File: config.mk
export PLATFORM = sky130hd
export DESIGN_NAME = alu_share_arb
export DESIGN_NICKNAME = d
export VERILOG_FILES = /design/src/rtl/alu_arb_pkg.sv /design/src/rtl/alu_arb_grant.sv /design/src/rtl/alu_share_arb.sv
export SDC_FILE = /design/constraint.sdc
export NUM_CORES = 1
export LEC_CHECK = 0
export BUFFER_PORTS_ARGS = -buffer_cell sky130_fd_sc_hd__buf_2
export CAP_MARGIN = 30
export CORE_MARGIN = 3
export CORE_UTILIZATION = 54
export CTS_CLUSTER_DIAMETER = 60
export CTS_CLUSTER_SIZE = 8
export DETAILED_ROUTE_END_ITERATION = 6
export PLACE_DENSITY = 0.87
export SYNTH_ARGS = -nofsm -noshare
export SYNTH_HDL_FRONTEND = slang
export SYNTH_SLANG_ARGS = --single-unit
export TNS_END_PERCENT = 100
File: constraint.sdc
create_clock -name clk -period 2.85 [get_ports clk]
set_clock_uncertainty 0.1 [all_clocks]
set_input_delay 0.285 -clock clk [delete_from_list [all_inputs] [get_ports clk]]
set_output_delay 0.285 -clock clk [all_outputs]
set_load 0.02 [all_outputs]
File: src/rtl/alu_arb_pkg.sv
// ============================================================================
// Module : alu_arb_pkg
// Shared widths, control-bit indices, FSM encoding and the Hack ALU function.
// Rev    : 1.0  initial release
// ============================================================================
`default_nettype none

package alu_arb_pkg;

  localparam int ALU_W  = 16;
  localparam int CTRL_W = 6;

  localparam int ZX = 5;
  localparam int NX = 4;
  localparam int ZY = 3;
  localparam int NY = 2;
  localparam int F  = 1;
  localparam int NO = 0;

  typedef enum logic [0:0] {
    EMPTY = 1'b0,
    FULL  = 1'b1
  } state_t;

  // Stateless 16-bit Hack ALU; the adder carry-out is dropped.
  function automatic logic [ALU_W-1:0] alu_eval(
    input logic [ALU_W-1:0]  x,
    input logic [ALU_W-1:0]  y,
    input logic [CTRL_W-1:0] c
  );
    logic [ALU_W-1:0] xa;
    logic [ALU_W-1:0] ya;
    logic [ALU_W-1:0] r;
    xa = c[ZX] ? '0 : x;
    xa = c[NX] ? ~xa : xa;
    ya = c[ZY] ? '0 : y;
    ya = c[NY] ? ~ya : ya;
    r  = c[F] ? (xa + ya) : (xa & ya);
    return c[NO] ? ~r : r;
  endfunction

endpackage

`default_nettype wire

File: src/rtl/alu_arb_grant.sv
// ============================================================================
// Module : alu_arb_grant
// Combinational grant picker: round-robin from last grant + 1, or lowest index.
// Rev    : 1.0  initial release
// ============================================================================
`default_nettype none

module alu_arb_grant #(
  parameter int N_REQ = 2,
  parameter int ID_W  = 2,
  parameter bit RR_EN = 1'b0
) (
  input  logic [N_REQ-1:0] i_req_valid,
  input  logic [ID_W-1:0]  i_last_grant,
  output logic             o_gnt_valid,
  output logic [ID_W-1:0]  o_gnt_idx
);

  int w_start;

  // Walk candidates from farthest to nearest so the nearest valid one wins.
  always_comb begin
    o_gnt_valid = 1'b0;
    o_gnt_idx   = '0;
    w_start     = RR_EN ? ((int'(i_last_grant) + 1) % N_REQ) : 0;
    for (int k = N_REQ - 1; k >= 0; k--) begin
      for (int j = 0; j < N_REQ; j++) begin
        if (i_req_valid[j] && (j == ((w_start + k) % N_REQ))) begin
          o_gnt_valid = 1'b1;
          o_gnt_idx   = ID_W'(j);
        end
      end
    end
  end

endmodule

`default_nettype wire

File: src/rtl/alu_share_arb.sv
// ============================================================================
// Module : alu_share_arb
// One Hack ALU shared by N_REQ requesters with a single-entry result register.
// Define ALU_ARB_RR_EN for round-robin; otherwise fixed priority (index 0 first).
// Rev    : 1.0  initial release
// ============================================================================
`default_nettype none

module alu_share_arb
  import alu_arb_pkg::*;
#(
  parameter int N_REQ = 2,
  parameter int ID_W  = 2
) (
  input  logic                    clk,
  input  logic                    rst_n,
  input  logic [N_REQ-1:0]        req_valid,
  output logic [N_REQ-1:0]        req_ready,
  input  logic [N_REQ*ALU_W-1:0]  req_x,
  input  logic [N_REQ*ALU_W-1:0]  req_y,
  input  logic [N_REQ*CTRL_W-1:0] req_ctrl,
  output logic                    rsp_valid,
  input  logic                    rsp_ready,
  output logic [ALU_W-1:0]        rsp_out,
  output logic                    rsp_zr,
  output logic                    rsp_ng,
  output logic [ID_W-1:0]         rsp_id
);

  state_t             r_state;
  state_t             w_state_nxt;
  logic               w_can_accept;
  logic               w_accept;
  logic               w_gnt_valid;
  logic [ID_W-1:0]    w_gnt;
  logic [ID_W-1:0]    w_last;
  logic [ALU_W-1:0]   w_sel_x;
  logic [ALU_W-1:0]   w_sel_y;
  logic [CTRL_W-1:0]  w_sel_ctrl;
  logic [ALU_W-1:0]   w_alu;
  logic [ALU_W-1:0]   r_out;
  logic               r_zr;
  logic               r_ng;
  logic [ID_W-1:0]    r_id;

`ifdef ALU_ARB_RR_EN
  localparam bit RR_EN = 1'b1;
  logic [ID_W-1:0] r_last;

  always_ff @(posedge clk or negedge rst_n) begin
    if (!rst_n) begin
      r_last <= '0;
    end else if (w_accept) begin
      r_last <= w_gnt;
    end
  end

  assign w_last = r_last;
`else
  localparam bit RR_EN = 1'b0;
  assign w_last = '0;
`endif

  alu_arb_grant #(
    .N_REQ (N_REQ),
    .ID_W  (ID_W),
    .RR_EN (RR_EN)
  ) u_grant (
    .i_req_valid  (req_valid),
    .i_last_grant (w_last),
    .o_gnt_valid  (w_gnt_valid),
    .o_gnt_idx    (w_gnt)
  );

  assign w_can_accept = (r_state == EMPTY) || ((r_state == FULL) && rsp_ready);
  assign w_accept     = w_can_accept && w_gnt_valid;

  always_comb begin
    w_sel_x    = '0;
    w_sel_y    = '0;
    w_sel_ctrl = '0;
    req_ready  = '0;
    for (int i = 0; i < N_REQ; i++) begin
      if (w_gnt == ID_W'(i)) begin
        w_sel_x      = req_x[i*ALU_W +: ALU_W];
        w_sel_y      = req_y[i*ALU_W +: ALU_W];
        w_sel_ctrl   = req_ctrl[i*CTRL_W +: CTRL_W];
        req_ready[i] = w_accept;
      end
    end
  end

  assign w_alu = alu_eval(w_sel_x, w_sel_y, w_sel_ctrl);

  always_comb begin
    w_state_nxt = r_state;
    case (r_state)
      EMPTY:   if (w_accept) w_state_nxt = FULL;
      FULL:    if (rsp_ready && !w_accept) w_state_nxt = EMPTY;
      default: w_state_nxt = EMPTY;
    endcase
  end

  always_ff @(posedge clk or negedge rst_n) begin
    if (!rst_n) begin
      r_state <= EMPTY;
    end else begin
      r_state <= w_state_nxt;
    end
  end

  // Flags are captured with the result so they read 0 out of reset.
  always_ff @(posedge clk or negedge rst_n) begin
    if (!rst_n) begin
      r_out <= '0;
      r_zr  <= 1'b0;
      r_ng  <= 1'b0;
      r_id  <= '0;
    end else if (w_accept) begin
      r_out <= w_alu;
      r_zr  <= (w_alu == '0);
      r_ng  <= w_alu[ALU_W-1];
      r_id  <= w_gnt;
    end
  end

  assign rsp_valid = (r_state == FULL);
  assign rsp_out   = r_out;
  assign rsp_zr    = r_zr;
  assign rsp_ng    = r_ng;
  assign rsp_id    = r_id;

endmodule

`default_nettype wire
==> results of run 1 <==
cell usage after synthesis, drive strengths merged (2+ instances only):
| library cell | instances |
|---|---|
| nand2 | 113 |
| xnor2 | 50 |
| a21oi | 45 |
| o21ai | 22 |
| dfrtp | 19 |
| ha | 16 |
| buf | 12 |
| clkbuf | 12 |
| nor2 | 8 |
| mux2i | 7 |
| nor3 | 7 |
| nor4 | 7 |
| xor2 | 6 |
| and3 | 5 |
| inv | 5 |
| a21o | 4 |
| o21a | 4 |
| nor2b | 3 |
| nor3b | 3 |
| o31a | 3 |
| or3 | 3 |
| a21boi | 2 |
| nand2b | 2 |
| o211ai | 2 |
| o21bai | 2 |
| o22ai | 2 |
| or2 | 2 |
| or4 | 2 |
layer usage:
metal	GRT overflow	GRT usage (%)
met1	4	84.97
met4	89	101.1
met5	0	0
met3	0	61.97
met2	421	131.4
kinds of logic after synthesis:
family	count (synthesis)
xor gates and xnor gates	56
DFF	19
buffers and inverters	29
other	1
AOI/OAI and AO/OA	99
and+or+nand+nor	157
adders and majority gates	17
muxes	8
metrics by stage:
step	TNS, ns	setup WS (ns)	hold WS (ns)	instances
after CTS	-3.231	-0.6849	0.2282	630
after detailed placement	-7.572	-1.144	0.1247	605
after global placement	-5.884	-0.9261	0.1318	605
after floorplan	-3.336	-0.8266	-0.1106	386
what timing repair did:
item / in CTS
endpoints found under the hold margin: 19
cloned: 1
resized for setup: 75
hold buffers: 1
setup endpoints to repair: 12
pin swaps: 36
buffers inserted: 22
==> flow_metrics.env, run 1 <==
export IMPL_outcome="did not finish"
export IMPL_lastStage="5_1_grt"
export IMPL_firstError="[ERROR GRT-0232] Routing congestion too high. Check the congestion heatmap in the GUI."
export IMPL_gp_congestion=0.8857
export IMPL_ctsLongestPathBuffers=2
export IMPL_synth_cell_types=56
export IMPL_grt_max_degree=36
export IMPL_ys_flop_type="dfrtp_1"
export IMPL_yosys_area_top_type="dfrtp_1"
export IMPL_place_area_mm2=0.003920
export IMPL_synth_avg_cell_area_um2=7.008
export IMPL_synth_compound_area_share_pct=22.11
export IMPL_cts_root_buf="clkbuf_8"
export IMPL_synth_area_mm2=0.002705
export IMPL_synth_edf_count=0
export IMPL_die_h_um=76.78
export IMPL_grt_usage_pct=93.23
export IMPL_place_hpwl_um=6513
export IMPL_synthSimpleGateAreaFrac_pct=25.35
export IMPL_die_width_um=76.78
export IMPL_synthAdderAreaFrac_pct=8.141
export IMPL_worstEndpointType="register data pin"
export IMPL_synth_mux_area_share_pct=3.469
export IMPL_syn_inst=386
export IMPL_yosysWarnings=0
export IMPL_ys_ff_latch=19
export IMPL_yosys_top_cells_area="dfrtp_1 18%, xnor2_1 16%, nand2_1 16%"
export IMPL_io_buffers=102
export IMPL_start_util_pct=56.52
export IMPL_crit_endpoint="rsp_zr$_DFFE_PN0P_/D"
export IMPL_h_tree_depth=1
export IMPL_gr_total_overflow=514
export IMPL_synth_net_count=484
export IMPL_ys_async_sr_fraction_pct=100.0
export IMPL_synth_xor_area_share_pct=18.13
export IMPL_synth_top_family_by_area="simple AND/OR/NAND/NOR gates"
export IMPL_yosysTopAreaCellShare_pct=17.58
export IMPL_cts_buffers=3
export IMPL_seq_area_frac_synth_pct=17.58
export IMPL_clock_sinks=19
export IMPL_ioPinCount=104
export IMPL_num_rows=25
==> inputs of run 2 (changes only) <==
--- a/config.mk
+++ b/config.mk
@@ -8,11 +8,9 @@
 export BUFFER_PORTS_ARGS = -buffer_cell sky130_fd_sc_hd__buf_2
 export CAP_MARGIN = 30
 export CORE_MARGIN = 3
-export CORE_UTILIZATION = 54
-export CTS_CLUSTER_DIAMETER = 60
-export CTS_CLUSTER_SIZE = 8
+export CORE_UTILIZATION = 40
 export DETAILED_ROUTE_END_ITERATION = 6
-export PLACE_DENSITY = 0.87
+export PLACE_DENSITY_LB_ADDON = 0.15
 export SYNTH_ARGS = -nofsm -noshare
 export SYNTH_HDL_FRONTEND = slang
 export SYNTH_SLANG_ARGS = --single-unit
==> run 2 against run 1 <==
Effect of this change: the flow now finishes, with violations (setup timing); synthesized cell count is the same; area after synthesis unchanged.
==> flow_metrics.env, run 2 <==
export IMPL_outcome="finished, violations left"
export IMPL_violations="setup timing"
export IMPL_ir_worst_vdd_mv=0.2041
export IMPL_ctsLongestPathBuffers=2
export IMPL_min_path_type="input pin to register"
export IMPL_finalNetCount=663
export IMPL_slew_headroom_pct=65.03
export IMPL_drtIter0Drc=154
export IMPL_synth_net_count=484
export IMPL_synthAdderAreaFrac_pct=8.141
export IMPL_drv_slew=0
export IMPL_yosys_top_cells_area="dfrtp_1 18%, xnor2_1 16%, nand2_1 16%"
export IMPL_synth_compound_area_share_pct=22.11
export IMPL_layout_drive_gt1_share_pct=50.89
export IMPL_ys_async_sr_fraction_pct=100.0
export IMPL_setup_ws_ns=-0.7490
export IMPL_start_util_pct=41.88
export IMPL_place_area_mm2=0.003978
export IMPL_yosysWarnings=0
export IMPL_rsz0062_at_grt="yes"
export IMPL_powerDensity_mw_per_mm2=553.2
export IMPL_seq_area_frac_synth_pct=17.58
export IMPL_synth_area_mm2=0.002705
export IMPL_cts_buffers=3
export IMPL_synthSimpleGateAreaFrac_pct=25.35
export IMPL_h_tree_depth=1
export IMPL_routedWlPerCell_um=12.68
export IMPL_grt_max_degree=28
export IMPL_avgViaCountPerCell=5.016
export IMPL_wl_um=8130
export IMPL_worstRegToRegCells=6
export IMPL_die_h_um=88.24
export IMPL_ioPinCount=104
export IMPL_cp_data_arrival_time_ns=3.67
export IMPL_crit_type="input pin to register"
export IMPL_p_total_mw=2.594
export IMPL_yosysTopAreaCellShare_pct=17.58
export IMPL_synth_xor_area_share_pct=18.13
export IMPL_finalHoldViolations=0
export IMPL_die_area_mm2=0.007785
export IMPL_post_place_ws_ns=-1.106
export IMPL_core_area_mm2=0.006459
export IMPL_worst_slew_pin_slew_ns=0.5226
export IMPL_synth_top_family_by_area="simple AND/OR/NAND/NOR gates"
export IMPL_synth_mux_area_share_pct=3.469
export IMPL_synth_avg_cell_area_um2=7.008
export IMPL_maxCapViolCount=0
export IMPL_fin_crit_ns=3.599
export IMPL_yosys_area_top_type="dfrtp_1"
export IMPL_critPathRequiredTime_ns=2.92
export IMPL_place_hpwl_um=6083
export IMPL_yosysMostFrequentCell="nand2_1"
export IMPL_start_kind="input pin"
export IMPL_cts_root_buf="clkbuf_8"
export IMPL_fin_util_pct=72.61
export IMPL_synth_commonest_cells="113 x nand2_1, 50 x xnor2_1, 45 x a21oi_1"
export IMPL_ant_nets=0
export IMPL_io_buffers=102
export IMPL_antenna_diode_count=0
export IMPL_clock_sinks=19
export IMPL_setup_viol=9
export IMPL_ys_flop_type="dfrtp_1"
export IMPL_final_common_cell="nand2_1"
export IMPL_largest_reg_flops=16
export IMPL_synth_edf_count=0
export IMPL_cts_tree="done"
export IMPL_clk_pin_slew_ns=0.07
export IMPL_syn_inst=386
export IMPL_hold_depth=3
export IMPL_design_area_mm2=0.004690
export IMPL_drcViolationCount=0
export IMPL_antenna_found_initial=0
export IMPL_grt_usage_pct=20.82
export IMPL_die_width_um=88.24
export IMPL_gr_total_overflow=0
export IMPL_grt_pass1_wl_um=13490
export IMPL_ys_ff_latch=19
export IMPL_max_freq_ghz=0.2779
export IMPL_drt_pass1_iterations=4
export IMPL_clock_latency_ns=0.25
export IMPL_final_cell_mix="106 x nand2_1, 100 x buf_2, 73 x buf_4, 33 x xnor2_1, 24 x a21oi_1"
export IMPL_fin_crit_sh_pct=126.3
export IMPL_vias=3215
export IMPL_p_leak_nw=2.206
export IMPL_grt_pass1_vias=3087
export IMPL_gp_congestion=0.8887
export IMPL_worst_path_max_fanout=7
export IMPL_areaGrowthSynthToFinish_pct=73.36
export IMPL_end_kind="register"
export IMPL_synth_cell_types=56
export IMPL_num_rows=29
-- run 2: area by class of cell --
type | instances | area, µm²
clock buffers | 4 | 45.04
fillers | 507 | 1769
multi-input cells | 338 | 2618
flip-flops and latches | 19 | 475.5
inverters | 5 | 18.77
repair buffers | 198 | 1436
well taps | 77 | 96.34
-- run 2: logic make-up after synthesis --
| logic type | Yosys count |
|---|---|
| and+or+nand+nor | 157 |
| DFF | 19 |
| adders and majority gates | 17 |
| muxes | 8 |
| AOI/OAI and AO/OA | 99 |
| other | 1 |
| buffers and inverters | 29 |
| xor gates and xnor gates | 56 |
-- run 2: critical path, stage by stage --
cell and delay [ns]:
buf_8 0.08, nor2b_4 0.16, buf_12 0.14, mux2i_4 0.31, buf_12 0.16, buf_12 0.12
xnor2_2 0.07, ha_2 0.17, a21o_1 0.16, or3_4 0.34, o211ai_4 0.25, a21boi_2 0.11
o21a_1 0.22, o21a_1 0.18, o31a_1 0.31, or4_1 0.41, a22oi_2 0.17
-- run 2: metal layers --
metal	vias up	track usage (%)	wire length, µm
met5	-	0	0
met4	0	4.396	104
met3	12	1.490	394
met2	100	36.78	4010
met1	1418	27.88	3621
li1	1685	-	-
-- run 2: power breakdown --
part | switching (mW) | internal [mW] | leakage [nW]
clock | 0.0857 | 0.0993 | 0.0228
sequential | 0.0407 | 0.357 | 0.231
combinational | 0.977 | 1.03 | 1.95
-- run 2: worst paths after layout --
kind | startpoint | endpoint | slack [ns]
setup / recovery | req_valid[1] | rsp_zr$_DFFE_PN0P_ | -0.75
hold / removal | rsp_ready | rsp_valid$_DFF_PN0_ | 0.23
setup reg to reg | rsp_valid$_DFF_PN0_ | rsp_zr$_DFFE_PN0P_ | 0.95
hold reg to reg | rsp_out[0]$_DFFE_PN0P_ | rsp_out[0]$_DFFE_PN0P_ | 0.38
max in group asynchronous | rst_n | rsp_out[15]$_DFFE_PN0P_ | 1.98
min in group asynchronous | rst_n | rsp_out[0]$_DFFE_PN0P_ | 0.39
-- run 2: through the flow --
step / instances / setup TNS [ns] / hold WS (ns)
after global routing: 641 / -4.450 / 0.2710
after global placement: 621 / -7.159 / 0.1364
after detailed placement: 621 / -8.297 / 0.1418
after floorplan: 386 / -3.336 / -0.1106
final: 641 / -2.806 / 0.2330
after CTS: 636 / -2.072 / 0.2262
-- run 2: timing repair --
item / in CTS / in global routing
pin swaps: 33 / 30
setup buffers: 10 / 6
resized for setup: 63 / 35
hold buffers: 1 / 0
endpoints found under the hold margin: 19 / 0
setup endpoints to repair: 13 / 12
gates cloned: 2 / 0
(Power assumes the default switching activity.)
